## config.mk

```make
export PLATFORM = sky130hd
export DESIGN_NAME = gem_event_collector
export DESIGN_NICKNAME = d
export VERILOG_FILES = /design/src/rtl/gem_event_pkg.sv /design/src/rtl/gem_event_fifo.sv /design/src/rtl/gem_event_collector.sv
export SDC_FILE = /design/constraint.sdc
export NUM_CORES = 1
export LEC_CHECK = 0
export ABC_AREA = 1
export CELL_PAD_IN_SITES_DETAIL_PLACEMENT = 0
export CELL_PAD_IN_SITES_GLOBAL_PLACEMENT = 1
export CORE_MARGIN = 3
export CORE_UTILIZATION = 35
export DETAILED_ROUTE_END_ITERATION = 6
export PLACE_DENSITY = 0.65
export SYNTH_ARGS = -nofsm -noshare
export SYNTH_HDL_FRONTEND = slang
export SYNTH_SLANG_ARGS = --single-unit
```

## constraint.sdc

```tcl
create_clock -name clk -period 5.25 [get_ports clk]
set_input_delay 1.05 -clock clk [delete_from_list [all_inputs] [get_ports clk]]
set_output_delay 1.05 -clock clk [all_outputs]
set_load 0.02 [all_outputs]
```

## src/rtl/gem_event_pkg.sv

```systemverilog
// Shared definitions for the GEM event collector: flavour codes and fire/halt decoding.
package gem_event_pkg;

  localparam logic [2:0] FLAV_ASSERT  = 3'd0;
  localparam logic [2:0] FLAV_ASSUME  = 3'd1;
  localparam logic [2:0] FLAV_COVER   = 3'd2;
  localparam logic [2:0] FLAV_STOP    = 3'd3;
  localparam logic [2:0] FLAV_FINISH  = 3'd4;
  localparam logic [2:0] FLAV_DISPLAY = 3'd5;

  localparam int unsigned DROP_W = 16;

  // Assert/assume fire on a failing condition, cover/stop/finish on a true one.
  function automatic logic fire_cond(input logic [2:0] flav, input logic en, input logic a);
    logic f;
    case (flav)
      FLAV_ASSERT, FLAV_ASSUME:           f = en & ~a;
      FLAV_COVER, FLAV_STOP, FLAV_FINISH: f = en & a;
      FLAV_DISPLAY:                       f = en;
      default:                            f = 1'b0;
    endcase
    return f;
  endfunction

  function automatic logic is_halt_flav(input logic [2:0] flav);
    return (flav == FLAV_STOP) || (flav == FLAV_FINISH);
  endfunction

endpackage

```

## src/rtl/gem_event_fifo.sv

```systemverilog
// Generic show-ahead synchronous FIFO; pointers carry an extra wrap bit for full/empty.
module gem_event_fifo #(
  parameter int unsigned WIDTH = 8,
  parameter int unsigned DEPTH = 8
) (
  input  logic             clk,
  input  logic             rn,
  input  logic             push,
  input  logic [WIDTH-1:0] wdata,
  input  logic             pop,
  output logic [WIDTH-1:0] rdata,
  output logic             full,
  output logic             empty
);

  localparam int unsigned AW = $clog2(DEPTH);

  logic [WIDTH-1:0] mem_q [DEPTH];
  logic [AW:0]      wr_ptr_q, rd_ptr_q;
  logic             do_push, do_pop;

  assign empty   = (wr_ptr_q == rd_ptr_q);
  assign full    = (wr_ptr_q[AW] != rd_ptr_q[AW]) && (wr_ptr_q[AW-1:0] == rd_ptr_q[AW-1:0]);
  assign do_pop  = pop & ~empty;
  assign do_push = push & (~full | do_pop);
  assign rdata   = mem_q[rd_ptr_q[AW-1:0]];

  always_ff @(posedge clk or negedge rn) begin
    if (!rn) begin
      wr_ptr_q <= '0;
      rd_ptr_q <= '0;
    end else begin
      if (do_push) wr_ptr_q <= wr_ptr_q + 1'b1;
      if (do_pop)  rd_ptr_q <= rd_ptr_q + 1'b1;
    end
  end

  always_ff @(posedge clk) begin
    if (do_push) mem_q[wr_ptr_q[AW-1:0]] <= wdata;
  end

endmodule

```

## src/rtl/gem_event_collector.sv

```systemverilog
// Multi-channel assertion/cover/display event collector: per-channel pending slots,
// round-robin push into a show-ahead FIFO, sticky halt and overflow tracking.
module gem_event_collector
  import gem_event_pkg::*;
#(
  parameter int unsigned       NCH     = 4,
  parameter int unsigned       DEPTH   = 8,
  parameter int unsigned       MSG_W   = 32,
  parameter int unsigned       TS_W    = 32,
  parameter logic [3*NCH-1:0]  FLAVORS = '0,
  localparam int unsigned      CW      = (NCH > 1) ? $clog2(NCH) : 1
) (
  input  logic                 clk,
  input  logic                 rn,
  input  logic [NCH-1:0]       en,
  input  logic [NCH-1:0]       a,
  input  logic [NCH*MSG_W-1:0] msg_id,
  output logic                 ev_valid,
  input  logic                 ev_ready,
  output logic [CW-1:0]        ev_chan,
  output logic [2:0]           ev_flav,
  output logic [MSG_W-1:0]     ev_msg,
  output logic [TS_W-1:0]      ev_ts,
  output logic                 ovf,
  input  logic                 clr_ovf,
  output logic [DROP_W-1:0]    drop_cnt,
  output logic                 halt
);

  typedef struct packed {
    logic [CW-1:0]    chan;
    logic [2:0]       flav;
    logic [MSG_W-1:0] msg;
    logic [TS_W-1:0]  ts;
  } event_t;

  logic [TS_W-1:0]   ts_q;
  logic [NCH-1:0]    pend_vld_q, pend_vld_d;
  logic [MSG_W-1:0]  pend_msg_q [NCH];
  logic [MSG_W-1:0]  pend_msg_d [NCH];
  logic [TS_W-1:0]   pend_ts_q [NCH];
  logic [TS_W-1:0]   pend_ts_d [NCH];
  logic [CW-1:0]     rr_ptr_q, rr_ptr_d;
  logic              ovf_q, ovf_d, halt_q, halt_d;
  logic [DROP_W-1:0] drop_cnt_q, drop_cnt_d;
  logic [DROP_W:0]   drop_sum;
  logic              any_drop;

  logic [2:0]        flav [NCH];
  logic [NCH-1:0]    fire;
  logic              gnt_vld, push, pop, fifo_full, fifo_empty;
  logic [CW-1:0]     gnt_idx, cand;
  event_t            push_ev, head_ev, out_ev;

  always_comb begin
    for (int i = 0; i < NCH; i++) begin
      flav[i] = FLAVORS[3*i +: 3];
      fire[i] = fire_cond(flav[i], en[i], a[i]);
    end
  end

  assign pop = ~fifo_empty & ev_ready;

  // Round-robin search starting at the pointer; grant only when the FIFO can take it.
  always_comb begin
    gnt_vld = 1'b0;
    gnt_idx = '0;
    cand    = '0;
    for (int unsigned k = 0; k < NCH; k++) begin
      cand = CW'((32'(rr_ptr_q) + k) % NCH);
      if (!gnt_vld && pend_vld_q[cand]) begin
        gnt_vld = 1'b1;
        gnt_idx = cand;
      end
    end
  end

  assign push = gnt_vld & (~fifo_full | pop);

  always_comb begin
    push_ev.chan = gnt_idx;
    push_ev.flav = flav[gnt_idx];
    push_ev.msg  = pend_msg_q[gnt_idx];
    push_ev.ts   = pend_ts_q[gnt_idx];
  end

  always_comb begin
    pend_vld_d = pend_vld_q;
    pend_msg_d = pend_msg_q;
    pend_ts_d  = pend_ts_q;
    halt_d     = halt_q;
    drop_sum   = {1'b0, drop_cnt_q};
    any_drop   = 1'b0;
    for (int i = 0; i < NCH; i++) begin
      // A slot drained this cycle is free to accept a new fire without dropping.
      if (push && (gnt_idx == CW'(i))) pend_vld_d[i] = 1'b0;
      if (fire[i]) begin
        if (is_halt_flav(flav[i])) halt_d = 1'b1;
        if (pend_vld_d[i]) begin
          any_drop = 1'b1;
          drop_sum = drop_sum + 17'd1;
        end else begin
          pend_vld_d[i] = 1'b1;
          pend_msg_d[i] = msg_id[MSG_W*i +: MSG_W];
          pend_ts_d[i]  = ts_q;
        end
      end
    end
    drop_cnt_d = drop_sum[DROP_W] ? '1 : drop_sum[DROP_W-1:0];
    ovf_d      = any_drop ? 1'b1 : (clr_ovf ? 1'b0 : ovf_q);
    if (push) rr_ptr_d = (gnt_idx == CW'(NCH - 1)) ? '0 : gnt_idx + 1'b1;
    else      rr_ptr_d = rr_ptr_q;
  end

  always_ff @(posedge clk or negedge rn) begin
    if (!rn) begin
      ts_q       <= '0;
      pend_vld_q <= '0;
      rr_ptr_q   <= '0;
      ovf_q      <= 1'b0;
      halt_q     <= 1'b0;
      drop_cnt_q <= '0;
      for (int i = 0; i < NCH; i++) begin
        pend_msg_q[i] <= '0;
        pend_ts_q[i]  <= '0;
      end
    end else begin
      ts_q       <= ts_q + 1'b1;
      pend_vld_q <= pend_vld_d;
      pend_msg_q <= pend_msg_d;
      pend_ts_q  <= pend_ts_d;
      rr_ptr_q   <= rr_ptr_d;
      ovf_q      <= ovf_d;
      halt_q     <= halt_d;
      drop_cnt_q <= drop_cnt_d;
    end
  end

  gem_event_fifo #(
    .WIDTH ($bits(event_t)),
    .DEPTH (DEPTH)
  ) u_fifo (
    .clk   (clk),
    .rn    (rn),
    .push  (push),
    .wdata (push_ev),
    .pop   (pop),
    .rdata (head_ev),
    .full  (fifo_full),
    .empty (fifo_empty)
  );

  // Head data is forced to zero whenever nothing is queued, including during reset.
  assign out_ev   = fifo_empty ? '0 : head_ev;
  assign ev_valid = ~fifo_empty;
  assign ev_chan  = out_ev.chan;
  assign ev_flav  = out_ev.flav;
  assign ev_msg   = out_ev.msg;
  assign ev_ts    = out_ev.ts;
  assign ovf      = ovf_q;
  assign halt     = halt_q;
  assign drop_cnt = drop_cnt_q;

endmodule

```

==> summary.md <==
| Metric | Value |
|---|---|
| Status | `finished, final reports clean` |
| Endpoints failing setup | `0` |
| Gr usage total | `18.2%` |
| Nets | `3,676` |
| ANT nets after route | `0` |
| Num CTS Buffers | `92` |
| Syn. warnings | `0` |
| HP Class | `reg2reg` |
| Post-Synthesis Cells | `3,309` |
| Crit path DAT | `3.75 ns` |
| Max Cap Viol | `0` |
| First-pass GRT wire length | `151 mm` |
| Synth-to-layout area growth | `19.8%` |
| Total Neg Setup Slack | `0 ns` |
| Die width | `329 um` |
| Register bit total from synthesis | `847` |
| Post-synthesis compound-gate area fraction | `11.4%` |
| PortBufs | `223` |
| Pre-antenna DRT Iters | `5` |
| Slew HR | `8.35%` |
| Worst-Margin Slew | `1.37 ns` |
| Area fraction of the dominant cell type after synthesis | `43.6%` |
| Initial antenna violation count | `11` |
| # IOs | `228` |
| Layout cell share with drive strength beyond 1 | `13.1%` |
| Placed cells | `4,790` |
| HPWL Detailed | `59.1 mm` |
| Initial Util | `35.5%` |
| Register area share after synthesis | `65.5%` |
| CTS Hold Buffers Added | `0` |
| Vias/cell | `5.05` |
| Post-route insts no fill | `4,980` |
| Vias after detailed routing | `25,131` |
| WS Path Type | `reg2out` |
| Final Slew Violations | `0` |
| RePlAce Congestion | `0.819` |
| Die area | `108,000 um2` |
| Worst-skew pair later-pin latency | `0.68 ns` |
| Post-Synth Simple-Gate Area | `14.1%` |
| Fill cells | `9,746` |
| Cell taking the most area after synthesis | `edfxtp_1` |
| Core area | `102,000 um2` |
| Global route total overflow | `0` |
| RSZ-0062 raised after global routing | `false` |
| CTS Buffer Depth | `3` |
| WL/cell | `19.9 um` |
| Commonest non-fill, non-tap cells in the layout | `nor2_1, o21ai_0, edfxtp_1` |
| Crit end category | `output port` |
| Post-synthesis xor/xnor area fraction | `1.13%` |
| Synth Area in Adders | `0.378%` |
| Synth area leaders | `edfxtp_1, dfrtp_1, o21ai_0` |
| CP Data Required Time | `4.20 ns` |
| Predominant post-synthesis flop cell | `edfxtp_1` |
| Final hold vios | `0` |
| Detailed Route WL | `99.3 mm` |
| CTS root buffer | `clkbuf_16` |
| Min cycle time layout | `4.80 ns` |
| DRC | `0` |
| Clock sinks | `847` |
| Row cnt | `117` |
| Max Fanout on Critical Path | `24` |
| H-tree depth | `3` |
| CP Launch Type | `flop` |
| Tcrit/Tclk final | `91.5%` |
| Post-synthesis mux area share | `3.96%` |
| CTS tree | `built` |
| Worst Skew | `0.0498 ns` |
| Largest family of logic cells by synthesized area | `simple AND/OR/NAND/NOR gates` |
| Vert. Die Dim | `329 um` |
| Synth Cell Area | `36,400 um2` |
| CTS clk-pin slew, worst paths | `0.06 ns` |
| Most common cell after layout, fill and taps aside | `nor2_1` |
| Count of different cell masters after synthesis | `50` |
| Number of global-route vias before repair | `24,450` |
| Post-synthesis async set-or-reset flop share | `37.7%` |
| Syn avg cell area | `11.0 um2` |
| Starting DRT DRC Count | `2,026` |
| Fmax achieved | `208 MHz` |
| EDFF count, synth | `528` |
| Largest net degree at the start of global routing | `195` |
## stage by stage
stage	area (um2)	util [%]	worst slack, ns	hold WS (ns)
after global placement	40600	39.6	0.324	0.457
after detailed placement	40600	39.6	0.258	0.458
after floorplan	36400	-	0.383	0.442
after global routing	43600	42.6	0.0768	0.499
final	43600	42.6	0.445	0.465
after CTS	43500	42.5	0.353	0.470
## worst paths after layout
| check | from | end | slack [ns] | cells after the start |
|---|---|---|---|---|
| hold / removal | ts_q[30] | ts_q[30] | 0.47 | 1 |
| min in group asynchronous | rn | pend_ts_q[114] | 0.49 | 1 |
| setup / recovery | u_fifo.rd_ptr_q[1] | ev_msg[28] | 0.45 | 9 |
| setup reg to reg | rr_ptr_q[1] | drop_cnt[12] | 0.54 | 33 |
| max in group asynchronous | rn | pend_msg_q[7] | 3.61 | 2 |
| hold reg to reg | ts_q[30] | ts_q[30] | 0.47 | 1 |
## worst max-delay path: stages (launching register included)
cell and delay [ns]:
dfrtp_4 0.63, xnor2_1 0.18, nand2_1 0.07, nor2_1 0.06
inv_1 0.05, nor2_1 0.05, inv_2 0.51, o21ai_0 0.18
a31oi_1 0.63, clkdlybuf4s50_1 0.75
## flip-flops by register name, summed over array words and instances (netlist names)
| name | count |
|---|---|
| u_fifo.mem_q | 528 |
| pend_msg_q | 128 |
| pend_ts_q | 128 |
| ts_q | 32 |
| drop_cnt | 16 |
| pend_vld_q | 4 |
| u_fifo.rd_ptr_q | 4 |
| u_fifo.wr_ptr_q | 4 |
| rr_ptr_q | 2 |
| ovf | 1 |
## cells in the mapped netlist, types with 2 or more instances
cell type / count
a21oi_1: 3
nand2_2: 37
clkinv_1: 3
xor2_1: 42
nand3_4: 4
nor4_1: 5
nor2_1: 661
edfxtp_1: 528
nand2_4: 3
nor3_2: 2
clkbuf_1: 165
o221ai_1: 2
o21ai_0: 536
dfrtp_1: 319
nor2_4: 10
nand3_2: 9
nand4_1: 32
nand3b_1: 3
o22ai_1: 66
nand3_1: 65
buf_2: 3
nand2_1: 332
nor3_1: 16
inv_1: 117
buf_6: 2
a31oi_1: 66
nand4_2: 3
buf_8: 2
buf_4: 4
nor2_2: 9
or2_2: 2
xnor2_1: 5
buf_1: 24
o21ai_1: 4
mux2_2: 128
o32ai_1: 64
ha_1: 11
inv_2: 10
## timing repair
action | 4_1_cts | 5_1_grt
resized for setup | 0 | 1
setup endpoints to repair | 0 | 3
buffers inserted | 0 | 8
## routing by layer
layer	track usage, %	vias up	wire [um]
met5	0	-	36
met4	4.28	6	1600
met3	3.31	118	5340
met2	27.9	560	44500
met1	26.9	12382	47700
li1	-	12065	-
## logic make-up (layout without fill, tap and decap cells)
kind of cell,Yosys count,in the layout
muxes,128,128
DFF,847,847
adders and majority gates,11,11
and+or+nand+nor,1200,1200
AOI/OAI and AO/OA,744,744
xor gates and xnor gates,47,47
buffers and inverters,331,623
other,1,12
## final cells by class
class                   count  area, um2  area share, %
clock buffers             127       2530           5.81
repair buffers            319       3220           7.38
flip-flops and latches    847      23800           54.7
multi-input cells        2134      11400           26.1
clock inverters            46        378          0.866
well taps                1368       1710           3.92
inverters                 131        509           1.17
diodes                      8       20.0         0.0459
Power is not shown: default switching activity piles up to over one toggle a cycle in this logic, so the estimate is an artifact.
